<file path="config.mk">
export PLATFORM = sky130hd
export DESIGN_NAME = oddr_tx_sched_flat
export DESIGN_NICKNAME = d
export VERILOG_FILES = /design/src/rtl/oddr_tx_sched_if.sv /design/src/rtl/oddr_tx_sched.sv /design/src/flat_wrapper.sv
export SDC_FILE = /design/constraint.sdc
export NUM_CORES = 1
export LEC_CHECK = 0
export CORE_UTILIZATION = 38
export DETAILED_ROUTE_END_ITERATION = 12
export GPL_TIMING_DRIVEN = 0
export PLACE_DENSITY = 0.73
export SETUP_SLACK_MARGIN = 0.4
export SLEW_MARGIN = 25
export SYNTH_ARGS = -nofsm -noshare
export SYNTH_HDL_FRONTEND = slang
export SYNTH_SLANG_ARGS = --single-unit
export TNS_END_PERCENT = 5
</file>
<file path="constraint.sdc">
create_clock -name C -period 1.4 [get_ports C]
set_input_delay 0.21 -clock C [delete_from_list [all_inputs] [get_ports C]]
set_output_delay 0.21 -clock C [all_outputs]
set_load 0.05 [all_outputs]
</file>
<file path="src/rtl/oddr_tx_sched_if.sv">
// Word stream into the ODDR burst scheduler.
// The master drives words and the slave (the scheduler) answers with s_ready.
// A word is accepted in any cycle where s_valid and s_ready are both high.
interface oddr_tx_sched_if #(
  parameter int LANES = 4
) ();

  logic [2*LANES-1:0] s_data;
  logic               s_valid;
  logic               s_last;
  logic               s_ready;

  modport master (
    output s_data,
    output s_valid,
    output s_last,
    input  s_ready
  );

  modport slave (
    input  s_data,
    input  s_valid,
    input  s_last,
    output s_ready
  );

endinterface

</file>
<file path="src/rtl/oddr_tx_sched.sv">
// Burst scheduler for a bank of ODDR primitives on a source-synchronous DDR bus.
//
// Each accepted word is split into per-lane rising-edge (d1) and falling-edge
// (d2) bits. Lane i takes d1 from s_data[i] and d2 from s_data[LANES+i].
// Every burst is framed by LEAD_CYC forwarded-clock cycles before the data and
// TRAIL_CYC cycles after it.
//
// Build option ODDR_TX_GATED_CLK_EN:
//   defined   - the forwarded clock toggles only while oe is high, and is
//               otherwise parked low.
//   undefined - the forwarded clock runs freely in every cycle after reset.
//
// All outputs except s_ready and busy are registered. A word accepted at
// edge k is therefore visible on d1/d2 in the cycle that follows edge k.
module oddr_tx_sched #(
  parameter int   LANES     = 4,
  parameter int   LEAD_CYC  = 2,
  parameter int   TRAIL_CYC = 2,
  parameter logic IDLE_VAL  = 1'b0
) (
  input  logic                 C,
  input  logic                 R,
  oddr_tx_sched_if.slave       s_if,
  output logic [LANES-1:0]     d1,
  output logic [LANES-1:0]     d2,
  output logic                 ce,
  output logic                 ck_d1,
  output logic                 ck_d2,
  output logic                 oe,
  output logic                 busy,
  output logic                 underrun
);

  typedef enum logic [1:0] {
    ST_IDLE,
    ST_LEAD,
    ST_DATA,
    ST_TRAIL
  } state_t;

  localparam logic [LANES-1:0] LANE_IDLE  = {LANES{IDLE_VAL}};
  localparam logic [3:0]       LEAD_LOAD  = 4'(LEAD_CYC - 1);
  localparam logic [3:0]       TRAIL_LOAD = 4'(TRAIL_CYC - 1);

  state_t           r_state;
  logic [3:0]       r_cnt;
  logic [LANES-1:0] r_d1;
  logic [LANES-1:0] r_d2;
  logic             r_ce;
  logic             r_ck_d1;
  logic             r_ck_d2;
  logic             r_oe;
  logic             r_underrun;

  logic             w_accept;
  logic             w_active;

  // s_ready and busy are decoded straight from the state so that a word can
  // be accepted in every DATA cycle without a bubble.
  assign s_if.s_ready = (r_state == ST_DATA);
  assign busy         = (r_state != ST_IDLE);
  assign w_accept     = (r_state == ST_DATA) && s_if.s_valid;
  assign w_active     = (r_state != ST_IDLE);

  // Burst state machine together with every registered output.
  // NOTE: all state here uses non-blocking assignments, so each right-hand
  // side reads the value from before the clock edge. This is why oe and the
  // lane registers line up one cycle after the state they describe.
  always_ff @(posedge C) begin
    if (R) begin
      r_state    <= ST_IDLE;
      r_cnt      <= 4'd0;
      r_d1       <= LANE_IDLE;
      r_d2       <= LANE_IDLE;
      r_ce       <= 1'b0;
      r_ck_d1    <= 1'b0;
      r_ck_d2    <= 1'b0;
      r_oe       <= 1'b0;
      r_underrun <= 1'b0;
    end else begin
      r_ce       <= 1'b1;
      r_ck_d2    <= 1'b0;
      // oe follows the state one cycle late, matching the latency of the
      // lane data it frames.
      r_oe       <= w_active;
`ifdef ODDR_TX_GATED_CLK_EN
      r_ck_d1    <= w_active;
`else
      r_ck_d1    <= 1'b1;
`endif
      r_underrun <= (r_state == ST_DATA) && !s_if.s_valid;
      r_d1       <= w_accept ? s_if.s_data[LANES-1:0]       : LANE_IDLE;
      r_d2       <= w_accept ? s_if.s_data[2*LANES-1:LANES] : LANE_IDLE;

      case (r_state)
        ST_IDLE: begin
          if (s_if.s_valid) begin
            if (LEAD_CYC == 0) begin
              r_state <= ST_DATA;
            end else begin
              r_state <= ST_LEAD;
              r_cnt   <= LEAD_LOAD;
            end
          end
        end
        ST_LEAD: begin
          if (r_cnt == 4'd0) r_state <= ST_DATA;
          else               r_cnt   <= r_cnt - 4'd1;
        end
        ST_DATA: begin
          // A missing word leaves the burst open; only s_last closes it.
          if (w_accept && s_if.s_last) begin
            if (TRAIL_CYC == 0) begin
              r_state <= ST_IDLE;
            end else begin
              r_state <= ST_TRAIL;
              r_cnt   <= TRAIL_LOAD;
            end
          end
        end
        ST_TRAIL: begin
          if (r_cnt == 4'd0) r_state <= ST_IDLE;
          else               r_cnt   <= r_cnt - 4'd1;
        end
        default: r_state <= ST_IDLE;
      endcase
    end
  end

  assign d1       = r_d1;
  assign d2       = r_d2;
  assign ce       = r_ce;
  assign ck_d1    = r_ck_d1;
  assign ck_d2    = r_ck_d2;
  assign oe       = r_oe;
  assign underrun = r_underrun;

endmodule

</file>
<file path="src/flat_wrapper.sv">
// flat-port wrapper written by rule: the top's interface ports become plain ports
module oddr_tx_sched_flat 
#(
  parameter int   LANES     = 4,
  parameter int   LEAD_CYC  = 2,
  parameter int   TRAIL_CYC = 2,
  parameter logic IDLE_VAL  = 1'b0
)
  (C, R, d1, d2, ce, ck_d1, ck_d2, oe, busy, underrun, s_if_s_data, s_if_s_valid, s_if_s_last, s_if_s_ready);
  oddr_tx_sched_if #(.LANES(LANES)) s_if_i ();
  input  logic C;
  input  logic R;
  output logic [LANES-1:0] d1;
  output logic [LANES-1:0] d2;
  output logic ce;
  output logic ck_d1;
  output logic ck_d2;
  output logic oe;
  output logic busy;
  output logic underrun;
  input wire logic [$bits(s_if_i.s_data)-1:0] s_if_s_data;
  input wire logic [$bits(s_if_i.s_valid)-1:0] s_if_s_valid;
  input wire logic [$bits(s_if_i.s_last)-1:0] s_if_s_last;
  output wire logic [$bits(s_if_i.s_ready)-1:0] s_if_s_ready;
  assign s_if_i.s_data = s_if_s_data;
  assign s_if_i.s_valid = s_if_s_valid;
  assign s_if_i.s_last = s_if_s_last;
  assign s_if_s_ready = s_if_i.s_ready;
  oddr_tx_sched #(.LANES(LANES), .LEAD_CYC(LEAD_CYC), .TRAIL_CYC(TRAIL_CYC), .IDLE_VAL(IDLE_VAL)) u_core (.C(C), .R(R), .s_if(s_if_i), .d1(d1), .d2(d2), .ce(ce), .ck_d1(ck_d1), .ck_d2(ck_d2), .oe(oe), .busy(busy), .underrun(underrun));
endmodule
</file>
**Word-level counts from Yosys, hierarchy flattened**

Cells that the tools add are included.
Widths: inputs -> output; s select.

- Register bits after elaboration: 17
- Bits in latches: 0
- RAM bits: 0
- Bits in read-only memories: 0
- Input bits: 12
- Output and inout bits: 15
- Memories kept: 0

- Add/sub/neg operators: 1
- $mul: 0
- Div/mod/pow operators: 0
- Magnitude comparators: 0
- Equality and inequality tests: 8
- Shifts and indexed selects: 0
- Mux-type cells: 10
- Bitwise gates (word level): 1
- Reduce and logical (&&, ||, !) cells: 11

Operator list:

| cell | count |
|---|---|
| $mux 4 | 3 |
| $pmux 4 s3 | 1 |
| $mux 2 | 4 |
| $pmux 2 s4 | 1 |
| $ne 2x1->1 const B | 3 |
| $eq 2x2->1 const B | 2 |
| $logic_not 4->1 | 1 |
| $ne 2x2->1 const B | 2 |
| $reduce_and 4->1 | 1 |
| $reduce_or 2->1 | 2 |
| $sub 4x1->4 const B | 1 |
| $logic_and 1x1->1 | 3 |
| $reduce_and 3->1 | 1 |
| $eq 2x1->1 const B | 1 |
| $logic_not 2->1 | 1 |
| $reduce_bool 2->1 | 1 |
| $logic_not 1->1 | 1 |
| $mux 1 | 1 |
| $not 1->1 | 1 |

**Depth between registers and ports, before layout**

Gate-level depths: netlist of run 1.

- Word-level depth: 5
- Depth in mapped cells: 5
- Gate-level depth less buffers: 5

**Least setup slack after synthesis of run 1**

OpenSTA, ideal clock, no wires.

- Path type: reg2reg
- From: register u_core.r_state[0]
- To: register u_core.r_cnt[2]
- Setup time: 0.117 ns
- Arrival: 1.582 ns
- Slack: -0.299 ns
- Cell stages (with the launch flop): 6
- Path buffers: 0
- Clock period less this slack: 1.699 ns
- Cells stage by stage: dfxtp_1 > inv_1 > ha_1 > a21boi_0 > nor3_1 > a32o_1

- Word-level cells in the longest chain between the ends: 5
- Elaborated cells on any way between the ends: 12
- Those cells by class: 6 x eq/ne; 1 x mux; 5 x reduce/logical

RTL lines:

| what | RTL line | text |
|---|---|---|
| from (decl) | oddr_tx_sched.sv:45 | `state_t r_state;` |
| from (signal assigned) | oddr_tx_sched.sv:71 | `r_state <= ST_IDLE;` |
| from (signal assigned) | oddr_tx_sched.sv:99 | `r_state <= ST_DATA;` |
| from (signal assigned) | oddr_tx_sched.sv:101 | `r_state <= ST_LEAD;` |
| $eq 2x2->1 (*) | - |  |
| named net s_if_s_ready | flat_wrapper.sv:24 | `output wire logic [$bits(s_if_i.s_ready)-1:0] s_if_s_ready;` |
| $logic_and 1x1->1 | oddr_tx_sched.sv:62 | `assign w_accept = (r_state == ST_DATA) && s_if.s_valid;` |
| $logic_and 1x1->1 | oddr_tx_sched.sv:112 | `if (w_accept && s_if.s_last) begin` |
| $ne 2x1->1 (no source line) | - |  |
| $reduce_and 3->1 (no source line) | - |  |
| to (signal assigned) | oddr_tx_sched.sv:108 | `else r_cnt <= r_cnt - 4'd1;` |
| to (signal assigned) | oddr_tx_sched.sv:123 | `else r_cnt <= r_cnt - 4'd1;` |
| to (decl) | oddr_tx_sched.sv:46 | `logic [3:0] r_cnt;` |

Mark *: on every way through the listed nets, which the timed path passes. The rest lies on a longest branch.
A chain may end at the register's enable or synchronous reset.

**Final worst setup path of run 1**

- From: register u_core.r_cnt[1]
- To: register u_core.r_state[1]

- Word-level cells in the longest chain between the ends: 3
- Elaborated cells on any way between the ends: 4
- Those cells by class: 2 x eq/ne; 2 x reduce/logical

RTL lines:

| what | RTL line | text |
|---|---|---|
| $logic_not 4->1 (*) | oddr_tx_sched.sv:107, oddr_tx_sched.sv:122 |  |
| $ne 2x1->1 (no source line) | - |  |
| $reduce_and 4->1 (no source line) (*) | - |  |
| to (signal assigned) | oddr_tx_sched.sv:107 | `if (r_cnt == 4'd0) r_state <= ST_DATA;` |
| to (signal assigned) | oddr_tx_sched.sv:122 | `if (r_cnt == 4'd0) r_state <= ST_IDLE;` |
| to (signal assigned) | oddr_tx_sched.sv:125 | `default: r_state <= ST_IDLE;` |

Mark *: on every way between the ends. The rest lies on a longest branch, timed or not.

==> metrics.log, run 1 <==
INFO  metric fp-row-count = 15
INFO  metric detail_routed_net_length_per_standard_cell = 12.1 µm
INFO  metric p_sw = 0.000845 W
INFO  metric detailed_place.area = 0.00104 mm²
INFO  metric synth_edf_count = 0
INFO  metric count_of_max_cap_constraint_violations = 0
INFO  metric portBuffers = 24
INFO  metric clock_buffer_count_from_cts = 3
INFO  metric min_path_type = primary input to flop
INFO  metric fmax = 0.672 GHz
INFO  metric layout.nets = 119
INFO  metric period_share = 1.06
INFO  metric first_global_vias = 541
INFO  metric cp-end-kind = flop
INFO  metric ys_ff_latch = 17
INFO  metric antenna_left = 0
INFO  metric dp.final_hpwl = 1140 µm
INFO  metric failed_checks = negative setup slack
INFO  metric worstPathBufferInverterCount = 1
INFO  metric path_max_fanout = 5
INFO  metric total_leakage_power = 0.507 nW
INFO  metric mappedNetlistArea = 734 µm²
INFO  metric first_pass_grt_wire_length = 2260 µm
INFO  metric timing.critical_path.max_delay_family = simple AND/OR/NAND/NOR gates
INFO  metric drt_first_pass_iters = 4
INFO  metric drc = 0
INFO  metric r2r_start = u_core.r_cnt[1]
INFO  metric antenna_cells = 0
INFO  metric power.density = 1730 mW/mm²
INFO  metric cts_root_buf = sky130_fd_sc_hd__clkbuf_4
INFO  metric period_minus_slack = 1490 ps
INFO  metric finalMaxSlewViolations = 0
INFO  metric post_synth_inst_count = 73
INFO  metric layout-area-overhead-vs-synth = 63.5%
INFO  metric clock-sinks = 17
INFO  metric post_synthesis_sequential_area_ratio = 0.463
INFO  metric crit_path_start = u_core.r_cnt[1]
INFO  metric crit_path_cell_trace = inv_2, ha_4, or3b_4, a211oi_4, mux2i_1
INFO  metric placeable_core_region = 0.00176 mm²
INFO  metric route.detailed.vias_per_inst = 4.84
INFO  metric floorplan.die.height = 46.0 µm
INFO  metric cts_max_level = 1
INFO  metric final_layout_size_suffix_gt1_frac = 0.574
INFO  metric grt_setup_unrepaired = yes
INFO  metric grt_max_degree = 11
INFO  metric commonest_register_cell_after_synthesis = sky130_fd_sc_hd__dfxtp_1
INFO  metric fraction_of_registers_with_async_set_or_reset_after_synthesis = 0
INFO  metric power_frac_seq = 0.317
INFO  metric syn-num-nets = 90
INFO  metric critPathRequiredTime = 1620 ps
INFO  metric clockBufferDepth = 2
INFO  metric dp_worst_setup_slack = -441 ps
INFO  metric warnings_from_yosys = 0
INFO  metric timing.hold.worst.start = R
INFO  metric setup-violations-final = 3
INFO  metric gr-usage-all-layers = 0.152
INFO  metric ir_drop = 0.978 mV
INFO  metric combPwrFrac = 0.556
INFO  metric worstSkewPairLatency = 290 ps
INFO  metric cp.arrival = 1710 ps
INFO  metric p_sw_frac = 0.407
INFO  metric worst_clock_skew = 3.54 ps
INFO  metric post-synth-top-area-fraction = 0.463
INFO  metric synth_top_cells_by_count = sky130_fd_sc_hd__dfxtp_1 (17), sky130_fd_sc_hd__and2_1 (8), sky130_fd_sc_hd__inv_1 (7)
INFO  metric routed_wl = 1530 µm
INFO  metric worstSetupStartpointType = flop
INFO  metric initial_utilization = 0.416
INFO  metric cts.clk_slew.worst_paths = 100 ps
INFO  metric tritoncts = done
INFO  metric critical_path.slowest_cell = sky130_fd_sc_hd__or3b_4
INFO  metric yosys.area.top_type = sky130_fd_sc_hd__dfxtp_1
INFO  metric synth_top_cells_by_area = sky130_fd_sc_hd__dfxtp_1 (46%), sky130_fd_sc_hd__ha_1 (8.5%), sky130_fd_sc_hd__and2_1 (6.8%), sky130_fd_sc_hd__inv_1 (3.6%), sky130_fd_sc_hd__o211a_1 (2.7%)
INFO  metric power.clock.fraction = 0.127
INFO  metric die_width = 46.0 µm
INFO  metric final_worst_path_setup_slack = -88.6 ps
INFO  metric final_design_area_no_fill = 0.00120 mm²
INFO  metric yosysMostFrequentCell = sky130_fd_sc_hd__dfxtp_1
INFO  metric outcome = finished, violations left
INFO  metric cellInternalPower = 0.00123 W
INFO  metric grt-ovfl-total = 0
INFO  metric detailedRoute.firstIterationViolations = 20
INFO  metric place.gp.congestion = 0.826
INFO  metric fp.dieArea = 0.00211 mm²
INFO  metric via_count = 610
INFO  metric worst_hold_margin = 180 ps
INFO  metric crit_type = flop to flop
INFO  metric post_synth.cell_area_avg = 10.1 µm²
INFO  metric io_pins = 27
INFO  metric initial_antenna_violation_count = 0
INFO  metric timing_hold_violations_final = 0
INFO  metric timing.critical_path.slowest_cell_delay = 420 ps
INFO  metric synth_unique_cells = 31
stage by stage:
step	TNS, ps	instances	util	total power [W]
final	-235	126	0.681	0.00208
after global routing	-497	126	0.681	0.00222
after CTS	-278	126	0.645	0.00205
after detailed placement	-1040	122	0.588	0.00166
after global placement	-970	122	0.588	0.00163
after floorplan	0	73	-	0.00141
state kept, by name, summed over array words and instances (netlist names):
register         cells
u_core.d2            4
u_core.oe            1
u_core.underrun      1
u_core.ce            1
u_core.r_state       2
u_core.d1            4
u_core.r_cnt         4
path summary, 6_finish.rpt:
kind                        to  slack (ps)  depth (start not counted)
max          u_core.r_state[1]         -90                          5
min                  u_core.oe         180                          2
min reg2reg    u_core.r_cnt[1]         490                          2
max reg2reg  u_core.r_state[1]         -90                          5
final cells by class:
type | instances | area [µm²]
inverter | 7 | 28.8
clock buffer | 3 | 22.5
sequential | 17 | 364
buffer | 3 | 23.8
clock inverter | 1 | 5.00
multi-input combinational | 46 | 419
tap | 25 | 31.3
fill | 146 | 563
timing repair buffer | 24 | 307
power groups by stage:
stage          sequential, W  combinational [W]  clock, W
5_1_grt             0.000671            0.00125  0.000299
2_1_floorplan       0.000705           0.000705         0
3_5_place_dp        0.000634            0.00103         0
6_report            0.000658            0.00116  0.000263
4_1_cts             0.000650            0.00113  0.000274
3_3_place_gp        0.000631            0.00100         0
repair_timing:
action | in CTS | in global routing
endpoints found under the hold margin | 0 | 0
endpoints found under the setup margin | 28 | 28
setup buffers | 0 | 0
resized for setup | 119 | 20
hold buffers | 0 | 0
pin swaps | 10 | 9
cells in the final DEF (no fill, tap or decap), types with 2 or more instances in the layout:
master,instances
sky130_fd_sc_hd__buf_8,13
sky130_fd_sc_hd__buf_6,2
sky130_fd_sc_hd__inv_2,2
sky130_fd_sc_hd__inv_1,4
sky130_fd_sc_hd__or3_1,2
sky130_fd_sc_hd__dfxtp_1,2
sky130_fd_sc_hd__and2_4,8
sky130_fd_sc_hd__ha_1,2
sky130_fd_sc_hd__clkbuf_4,3
sky130_fd_sc_hd__dfxtp_2,13
sky130_fd_sc_hd__dfxtp_4,2
sky130_fd_sc_hd__nor2_1,3
sky130_fd_sc_hd__o211a_1,2
sky130_fd_sc_hd__ha_4,2
sky130_fd_sc_hd__o32ai_1,2
sky130_fd_sc_hd__nand2_1,3
sky130_fd_sc_hd__clkdlybuf4s50_1,10
metal layers:
metal	track usage	routed length (µm)
met1	0.193	677
met2	0.239	775
met3	0.0238	37
met4	0.0882	38
met5	0	0
logic make-up after synthesis:
family | after synthesis | share of synthesized area
flops | 17 | 0.463
compound gates | 13 | 0.162
other cells | 1 | 0.00511
simple gates | 26 | 0.208
buf+inv | 10 | 0.0630
fa+ha+maj | 5 | 0.0852
mux | 1 | 0.0136
(Power assumes the default switching activity.)
==> inputs of run 2 (changes only) <==
- ABC_AREA: default -> 1
- CORE_ASPECT_RATIO: default -> 1.5
- PLACE_DENSITY: 0.73 -> 0.72
- SETUP_SLACK_MARGIN: 0.4 -> default
==> metrics.log, run 2 <==
INFO  metric outcome = finished, final reports clean
INFO  metric layout.cells.most_common_list = sky130_fd_sc_hd__inv_1 (21), sky130_fd_sc_hd__nand2_1 (15), sky130_fd_sc_hd__dfxtp_1 (15), sky130_fd_sc_hd__nor2_1 (14), sky130_fd_sc_hd__clkdlybuf4s50_1 (11)
INFO  metric placeable_core_region = 0.00185 mm² (+5.1%)
INFO  metric synth_edf_count = 0 (unchanged)
INFO  metric fp.dieArea = 0.00217 mm² (+2.6%)
INFO  metric post-place-cells = 144 (+18%)
INFO  metric initial_utilization = 0.406 (-0.0101)
INFO  metric antenna_cells = 0 (unchanged)
INFO  metric dp.final_hpwl = 1090 µm (-4.4%)
INFO  metric route.detailed.vias_per_inst = 4.53 (-6.5%)
INFO  metric path_max_fanout = 4 (-1)
INFO  metric cts.clk_slew.worst_paths = 90 ps (about the same)
INFO  metric fp-row-count = 19 (+4)
INFO  metric synth_unique_cells = 19 (-39%)
INFO  metric worstSkewPairLatency = 280 ps (about the same)
INFO  metric timing.hold.worst.start = s_if_s_data[1]
INFO  metric rr_worst_depth = 8 (+3)
INFO  metric hold-path-endpoint = u_core.d1[1]
INFO  metric post-synth-top-area-fraction = 0.452 (-0.0115)
INFO  metric total_leakage_power = 0.548 nW (+8.1%)
INFO  metric commonest_register_cell_after_synthesis = sky130_fd_sc_hd__dfxtp_1
INFO  metric first_global_vias = 627 (+16%)
INFO  metric cp.arrival = 1150 ps (-560 ps)
INFO  metric grt_setup_unrepaired = yes
INFO  metric min_path_type = primary input to flop
INFO  metric yosysMostFrequentCell = sky130_fd_sc_hd__inv_1
INFO  metric ys_ff_latch = 17 (unchanged)
INFO  metric syn-num-nets = 115 (+28%)
INFO  metric count_of_max_cap_constraint_violations = 0 (unchanged)
INFO  metric cts_max_level = 1 (unchanged)
INFO  metric drc = 0 (unchanged)
INFO  metric final.setup.tns = 0 ps (+235 ps)
INFO  metric tritoncts = done
INFO  metric cp-end-kind = output pin
INFO  metric crit_type = flop to output pin
INFO  metric synth_top_cells_by_count = sky130_fd_sc_hd__inv_1 (22), sky130_fd_sc_hd__dfxtp_1 (17), sky130_fd_sc_hd__nand2_1 (15)
INFO  metric fmax = 0.738 GHz (+9.8%)
INFO  metric dp_worst_setup_slack = -384 ps (+56.6 ps)
INFO  metric worstSetupStartpointType = flop
INFO  metric layout.nets = 145 (+22%)
INFO  metric total_setup_buffers_inserted_after_cts = 0 (unchanged)
INFO  metric yosys.area.top_type = sky130_fd_sc_hd__dfxtp_1
INFO  metric final_worst_path_setup_slack = 44.4 ps (+133 ps)
INFO  metric clock-sinks = 17 (unchanged)
INFO  metric final.fill_count = 179 (+23%)
INFO  metric finalMaxSlewViolations = 0 (unchanged)
INFO  metric post_synth.cell_area_avg = 7.69 µm² (-24%)
INFO  metric final-instance-count-excl-fill = 148 (+17%)
INFO  metric drt_first_pass_iters = 3 (-1)
INFO  metric place.gp.congestion = 0.760 (-8.0%)
INFO  metric r2r_start = u_core.r_state[1]
INFO  metric power.density = 1890 mW/mm² (+9.5%)
INFO  metric portBuffers = 25 (+4.2%)
INFO  metric most_frequent_standard_cell_in_the_layout_excluding_fill_and_tap_cells = sky130_fd_sc_hd__inv_1
INFO  metric io_pins = 27 (unchanged)
INFO  metric floorplan.die.height = 56.5 µm (+23%)
INFO  metric post_synth_inst_count = 98 (+34%)
INFO  metric post_synthesis_sequential_area_ratio = 0.452 (-0.0115)
INFO  metric final_layout_size_suffix_gt1_frac = 0.173 (-0.401)
INFO  metric first_pass_grt_wire_length = 2420 µm (+6.7%)
INFO  metric fraction_of_registers_with_async_set_or_reset_after_synthesis = 0 (unchanged)
INFO  metric critPathRequiredTime = 1190 ps (-430 ps)
INFO  metric grt-ovfl-total = 0 (unchanged)
INFO  metric cts_root_buf = sky130_fd_sc_hd__clkbuf_4
INFO  metric worst_clock_skew = 1.99 ps (-1.55 ps)
INFO  metric worst_hold_margin = 443 ps (+264 ps)
INFO  metric warnings_from_yosys = 0 (unchanged)
INFO  metric hold-path-cell-count = 3 (+1)
INFO  metric antenna_left = 0 (unchanged)
INFO  metric mappedNetlistArea = 753 µm² (+2.6%)
INFO  metric die_width = 38.4 µm (-17%)
INFO  metric detail_routed_net_length_per_standard_cell = 10.0 µm (-18%)
INFO  metric routed_wl = 1480 µm (-3.1%)
INFO  metric period_minus_slack = 1360 ps (-133 ps)
INFO  metric layout-area-overhead-vs-synth = 42.5%
INFO  metric via_count = 670 (+9.8%)
INFO  metric ir_drop = 1.01 mV (+3.2%)
INFO  metric gr-usage-all-layers = 0.152 (+0.000399)
INFO  metric detailedRoute.firstIterationViolations = 4 (-80%)
INFO  metric clock_buffer_count_from_cts = 3 (unchanged)
INFO  metric clockBufferDepth = 2 (unchanged)
INFO  metric reg_to_reg_end = u_core.r_cnt[2]
INFO  metric ff2ff_setup_slack = 100 ps (+190 ps)
INFO  metric initial_antenna_violation_count = 0 (unchanged)
INFO  metric period_share = 0.968 (-0.0950)
INFO  metric setup-violations-final = 0 (-3)
INFO  metric grt_max_degree = 10 (-1)
INFO  metric timing_hold_violations_final = 0 (unchanged)
INFO  metric synth_top_cells_by_area = sky130_fd_sc_hd__dfxtp_1 (45%), sky130_fd_sc_hd__inv_1 (11%), sky130_fd_sc_hd__ha_1 (8.3%), sky130_fd_sc_hd__nand2_1 (7.5%), sky130_fd_sc_hd__nor2_1 (7.0%)
==> run 2: worst max-delay path: stages (launching register included) <==
cell	delay [ps]
sky130_fd_sc_hd__dfxtp_4	370
sky130_fd_sc_hd__inv_2	100
sky130_fd_sc_hd__ha_2	210
sky130_fd_sc_hd__inv_4	40
sky130_fd_sc_hd__buf_6	140
==> run 2: layout make-up <==
type,count,area (µm²),share of cell area
Inverter,23,88.8,0.0828
Sequential cell,17,348,0.324
Multi-Input combinational cell,56,332,0.309
Clock buffer,4,26.3,0.0245
Timing Repair Buffer,25,238,0.221
Tap cell,21,26.3,0.0245
Buffer,2,15.0,0.0140
==> run 2: how the worst max path moves through the flow <==
| stage | startpoint | endpoint | slack (ps) | cells after the start |
|---|---|---|---|---|
| 2_1_floorplan | u_core.r_state[0] | u_core.r_cnt[0] | 20 | 9 |
| 3_3_place_gp | u_core.r_state[0] | busy | -350 | 4 |
| 3_5_place_dp | u_core.r_state[0] | busy | -380 | 4 |
| 4_1_cts | u_core.r_state[0] | busy | -20 | 4 |
| 5_1_grt | u_core.r_state[1] | u_core.r_cnt[0] | -20 | 9 |
| 6_report | u_core.r_state[0] | busy | 40 | 4 |
==> run 2: power breakdown <==
part	total, W	internal (W)	switching (W)
sequential	0.000671	0.000594	0.0000770
combinational	0.00111	0.000393	0.000713
clock	0.000255	0.000111	0.000144
total	0.00203	0.00110	0.000934
==> run 2: what timing repair did <==
action	4_1_cts	5_1_grt
hold buffers	0	0
setup endpoints to repair	14	8
resized for setup	28	8
hold endpoints to repair	0	0
==> run 2: metal layers <==
layer,share of wire,GRT usage
met1,0.40,0.165
met2,0.52,0.266
met3,0.067,0.0277
met4,0.012,0.0739
met5,0,0
==> run 2: cell families (layout without fill, tap and decap cells) <==
logic type,after synthesis,after routing,synth area share
simple gates,43,43,0.269
flops,17,17,0.452
buf+inv,25,54,0.135
compound gates,7,7,0.0565
fa+ha+maj,5,5,0.0831
other cells,1,1,0.00498
==> run 2: metrics by stage <==
stage / total power, W / cell area [µm²] / util
2_1_floorplan: 0.00148 / 758 / -
3_3_place_gp: 0.00170 / 1030 / 0.558
3_5_place_dp: 0.00173 / 1030 / 0.558
4_1_cts: 0.00199 / 1050 / 0.564
5_1_grt: 0.00219 / 1070 / 0.579
6_report: 0.00203 / 1070 / 0.579
==> inputs of run 3 (changes only) <==
--- a/config.mk
+++ b/config.mk
@@ -8,7 +8,10 @@
 export ABC_AREA = 1
+export CELL_PAD_IN_SITES_DETAIL_PLACEMENT = 0
+export CELL_PAD_IN_SITES_GLOBAL_PLACEMENT = 1
 export CORE_ASPECT_RATIO = 1.5
-export CORE_UTILIZATION = 38
+export CORE_MARGIN = 5
+export CORE_UTILIZATION = 27
 export DETAILED_ROUTE_END_ITERATION = 12
 export GPL_TIMING_DRIVEN = 0
-export PLACE_DENSITY = 0.72
+export PLACE_DENSITY_LB_ADDON = 0.1
 export SLEW_MARGIN = 25
==> constraint.sdc (replaced) <==
create_clock -name C -period 1.4 [get_ports C]
set_input_delay 0.28 -clock C [delete_from_list [all_inputs] [get_ports C]]
set_output_delay 0.28 -clock C [all_outputs]
set_load 0.05 [all_outputs]
==> metrics.log, run 3 (same netlist as run 2, synthesis figures left out) <==
INFO  metric detail_routed_net_length_per_standard_cell = 9.24 µm (-7.6%)
INFO  metric worst_clock_skew = 1.12 ps (-0.868 ps)
INFO  metric clock-sinks = 17 (unchanged)
INFO  metric fmax = 0.731 GHz (-0.87%)
INFO  metric drt_first_pass_iters = 1 (-2)
INFO  metric ff2ff_setup_slack = 120 ps (+20 ps)
INFO  metric clockBufferDepth = 2 (unchanged)
INFO  metric cellInternalPower = 0.00119 W (+8.6%)
INFO  metric grt_max_degree = 11 (+1)
INFO  metric ir_drop = 0.995 mV (-1.3%)
INFO  metric detailed_place.area = 0.00105 mm² (+1.9%)
INFO  metric fp-row-count = 23 (+4)
INFO  metric postLayoutCoreUtil = 0.417 (-0.162)
INFO  metric clock_buffer_count_from_cts = 3 (unchanged)
INFO  metric hold-path-cell-count = 2 (-1)
INFO  metric place.gp.congestion = 0.765 (+0.70%)
INFO  metric worst_hold_margin = 511 ps (+68.0 ps)
INFO  metric timing.critical_path.max_delay_family = flip-flops
INFO  metric final-instance-count-excl-fill = 164 (+11%)
INFO  metric period_share = 0.977 (+0.00847)
INFO  metric final_design_area_no_fill = 0.00111 mm² (+3.8%)
INFO  metric routed_wl = 1520 µm (+2.4%)
INFO  metric worstSkewPairLatency = 250 ps (-30 ps)
INFO  metric total_setup_buffers_inserted_after_cts = 0 (unchanged)
INFO  metric finalMaxSlewViolations = 0 (unchanged)
INFO  metric most_frequent_standard_cell_in_the_layout_excluding_fill_and_tap_cells = sky130_fd_sc_hd__inv_1
INFO  metric p_sw_frac = 0.438 (-0.0221)
INFO  metric worstPathBufferInverterCount = 3 (unchanged)
INFO  metric multiInputGateArea = 327 µm² (-1.5%)
INFO  metric seqCellArea = 345 µm² (-0.72%)
INFO  metric cp-end-kind = output pin
INFO  metric reg_to_reg_end = u_core.r_cnt[0]
INFO  metric antenna_cells = 0 (unchanged)
INFO  metric critical_path.slowest_cell = sky130_fd_sc_hd__dfxtp_2
INFO  metric cts.clk_slew.worst_paths = 70 ps (-20 ps)
INFO  metric via_count = 652 (-2.7%)
INFO  metric outcome = finished, final reports clean
INFO  metric final.setup.tns = 0 ps (unchanged)
INFO  metric fp.dieArea = 0.00397 mm² (+83%)
INFO  metric detailedRoute.firstIterationViolations = 0 (-4)
INFO  metric io_pins = 27 (unchanged)
INFO  metric p_sw = 0.000928 W (-0.66%)
INFO  metric cts_max_level = 1 (unchanged)
INFO  metric layout.cells.most_common_list = sky130_fd_sc_hd__inv_1 (21), sky130_fd_sc_hd__nand2_1 (15), sky130_fd_sc_hd__dfxtp_1 (15), sky130_fd_sc_hd__nor2_1 (14), sky130_fd_sc_hd__clkdlybuf4s50_1 (11)
INFO  metric antenna_left = 0 (unchanged)
INFO  metric route.detailed.vias_per_inst = 3.98 (-12%)
INFO  metric first_global_vias = 646 (+3.0%)
INFO  metric power_frac_seq = 0.315 (-0.015)
INFO  metric crit_type = flop to output pin
INFO  metric timing_hold_violations_final = 0 (unchanged)
INFO  metric timing.hold.worst.start = u_core.r_state[1]
INFO  metric grt_setup_unrepaired = yes
INFO  metric crit_path_cell_trace = inv_2, ha_2, inv_4, buf_8
INFO  metric cp.arrival = 1090 ps (-60 ps)
INFO  metric layout.nets = 145 (unchanged)
INFO  metric portBuffers = 25 (unchanged)
INFO  metric count_of_max_cap_constraint_violations = 0 (unchanged)
INFO  metric grt-ovfl-total = 0 (unchanged)
INFO  metric cts_root_buf = sky130_fd_sc_hd__clkbuf_8
INFO  metric power.density = 1900 mW/mm² (+0.50%)
INFO  metric tritoncts = done
INFO  metric initial_antenna_violation_count = 0 (unchanged)
INFO  metric critPathRequiredTime = 1120 ps (-70 ps)
INFO  metric first_pass_grt_wire_length = 2640 µm (+9.4%)
INFO  metric worstSetupStartpointType = flop
INFO  metric path_max_fanout = 4 (unchanged)
INFO  metric placeable_core_region = 0.00268 mm² (+44%)
INFO  metric total_leakage_power = 0.544 nW (-0.65%)
INFO  metric drc = 0 (unchanged)
INFO  metric timing.critical_path.slowest_cell_delay = 350 ps (-20 ps)
INFO  metric die_width = 53.1 µm (+39%)
INFO  metric setup-violations-final = 0 (unchanged)
INFO  metric hold-path-endpoint = u_core.r_state[1]
INFO  metric final.fill_count = 283 (+58%)
INFO  metric post-place-cells = 160 (+11%)
INFO  metric rr_worst_depth = 8 (unchanged)
INFO  metric period_minus_slack = 1370 ps (+11.9 ps)
INFO  metric gr-usage-all-layers = 0.0904 (-0.0619)
INFO  metric r2r_start = u_core.r_state[0]
INFO  metric final_layout_size_suffix_gt1_frac = 0.173 (unchanged)
INFO  metric dp.final_hpwl = 1230 µm (+13%)
INFO  metric combPwrFrac = 0.516 (-0.028)
INFO  metric power.clock.fraction = 0.169 (+0.044)
INFO  metric layout-area-overhead-vs-synth = 48.0%
INFO  metric min_path_type = flop to flop
INFO  metric floorplan.die.height = 74.7 µm (+32%)
INFO  metric initial_utilization = 0.281 (-0.125)
run 3: cell count changes in the layout (fill, tap and decap cells not counted), sizes merged:
cell	delta
clkdlybuf4s15	+4
dlygate4sd2	-4
clkbuf	-1
clkinv	+1
run 3: worst max path at each step:
stage	from	end	slack, ps	cells after the start
finish	u_core.r_state[0]	busy	30	4
global route	u_core.r_state[1]	busy	-10	4
CTS	u_core.r_state[0]	busy	2	4
detailed placement	u_core.r_state[0]	busy	-460	4
global placement	u_core.r_state[0]	busy	-470	4
floorplan	u_core.r_state[0]	u_core.r_cnt[0]	20	9
run 3: timing repair:
item                       CTS  global route
setup endpoints to repair   14            12
hold buffers                 0             0
pin swaps                    1             0
resized for setup           32             7
run 3: area by class of cell:
cell class / instances / share of cell area
flip-flops and latches: 17 / 0.310
repair buffers: 25 / 0.221
well taps: 37 / 0.0415
clock inverters: 1 / 0.00449
multi-input cells: 56 / 0.293
plain buffers: 2 / 0.0135
clock buffers: 3 / 0.0370
inverters: 23 / 0.0797
run 3: tightest hold or removal path, delay by kind of cell, from the launching register on:
kind,cells,cell delay [ps]
DFF,1,360
AOI/OAI and AO/OA,1,50
and+or+nand+nor,1,60
run 3: power groups by stage:
| stage | Sequential, W | Combinational (W) | Clock (W) |
|---|---|---|---|
| 5_1_grt | 0.000676 | 0.00123 | 0.000403 |
| 2_1_floorplan | 0.000738 | 0.000738 | 0 |
| 3_3_place_gp | 0.000664 | 0.00107 | 0 |
| 4_1_cts | 0.000656 | 0.00109 | 0.000380 |
| 3_5_place_dp | 0.000662 | 0.00107 | 0 |
| 6_report | 0.000668 | 0.00109 | 0.000359 |
run 3: layer usage:
metal  wire [µm]  track usage
met5           0            0
met3         117       0.0416
met1         617       0.0923
met2         761        0.155
met4          20       0.0426
run 3: stage by stage:
| stage | setup slack [ps] | total power [W] |
|---|---|---|
| final | 32.5 | 0.00212 |
| after global routing | -10.6 | 0.00231 |
| after CTS | 2.01 | 0.00213 |
| after detailed placement | -460 | 0.00173 |
| after global placement | -466 | 0.00173 |
| after floorplan | 16.2 | 0.00148 |
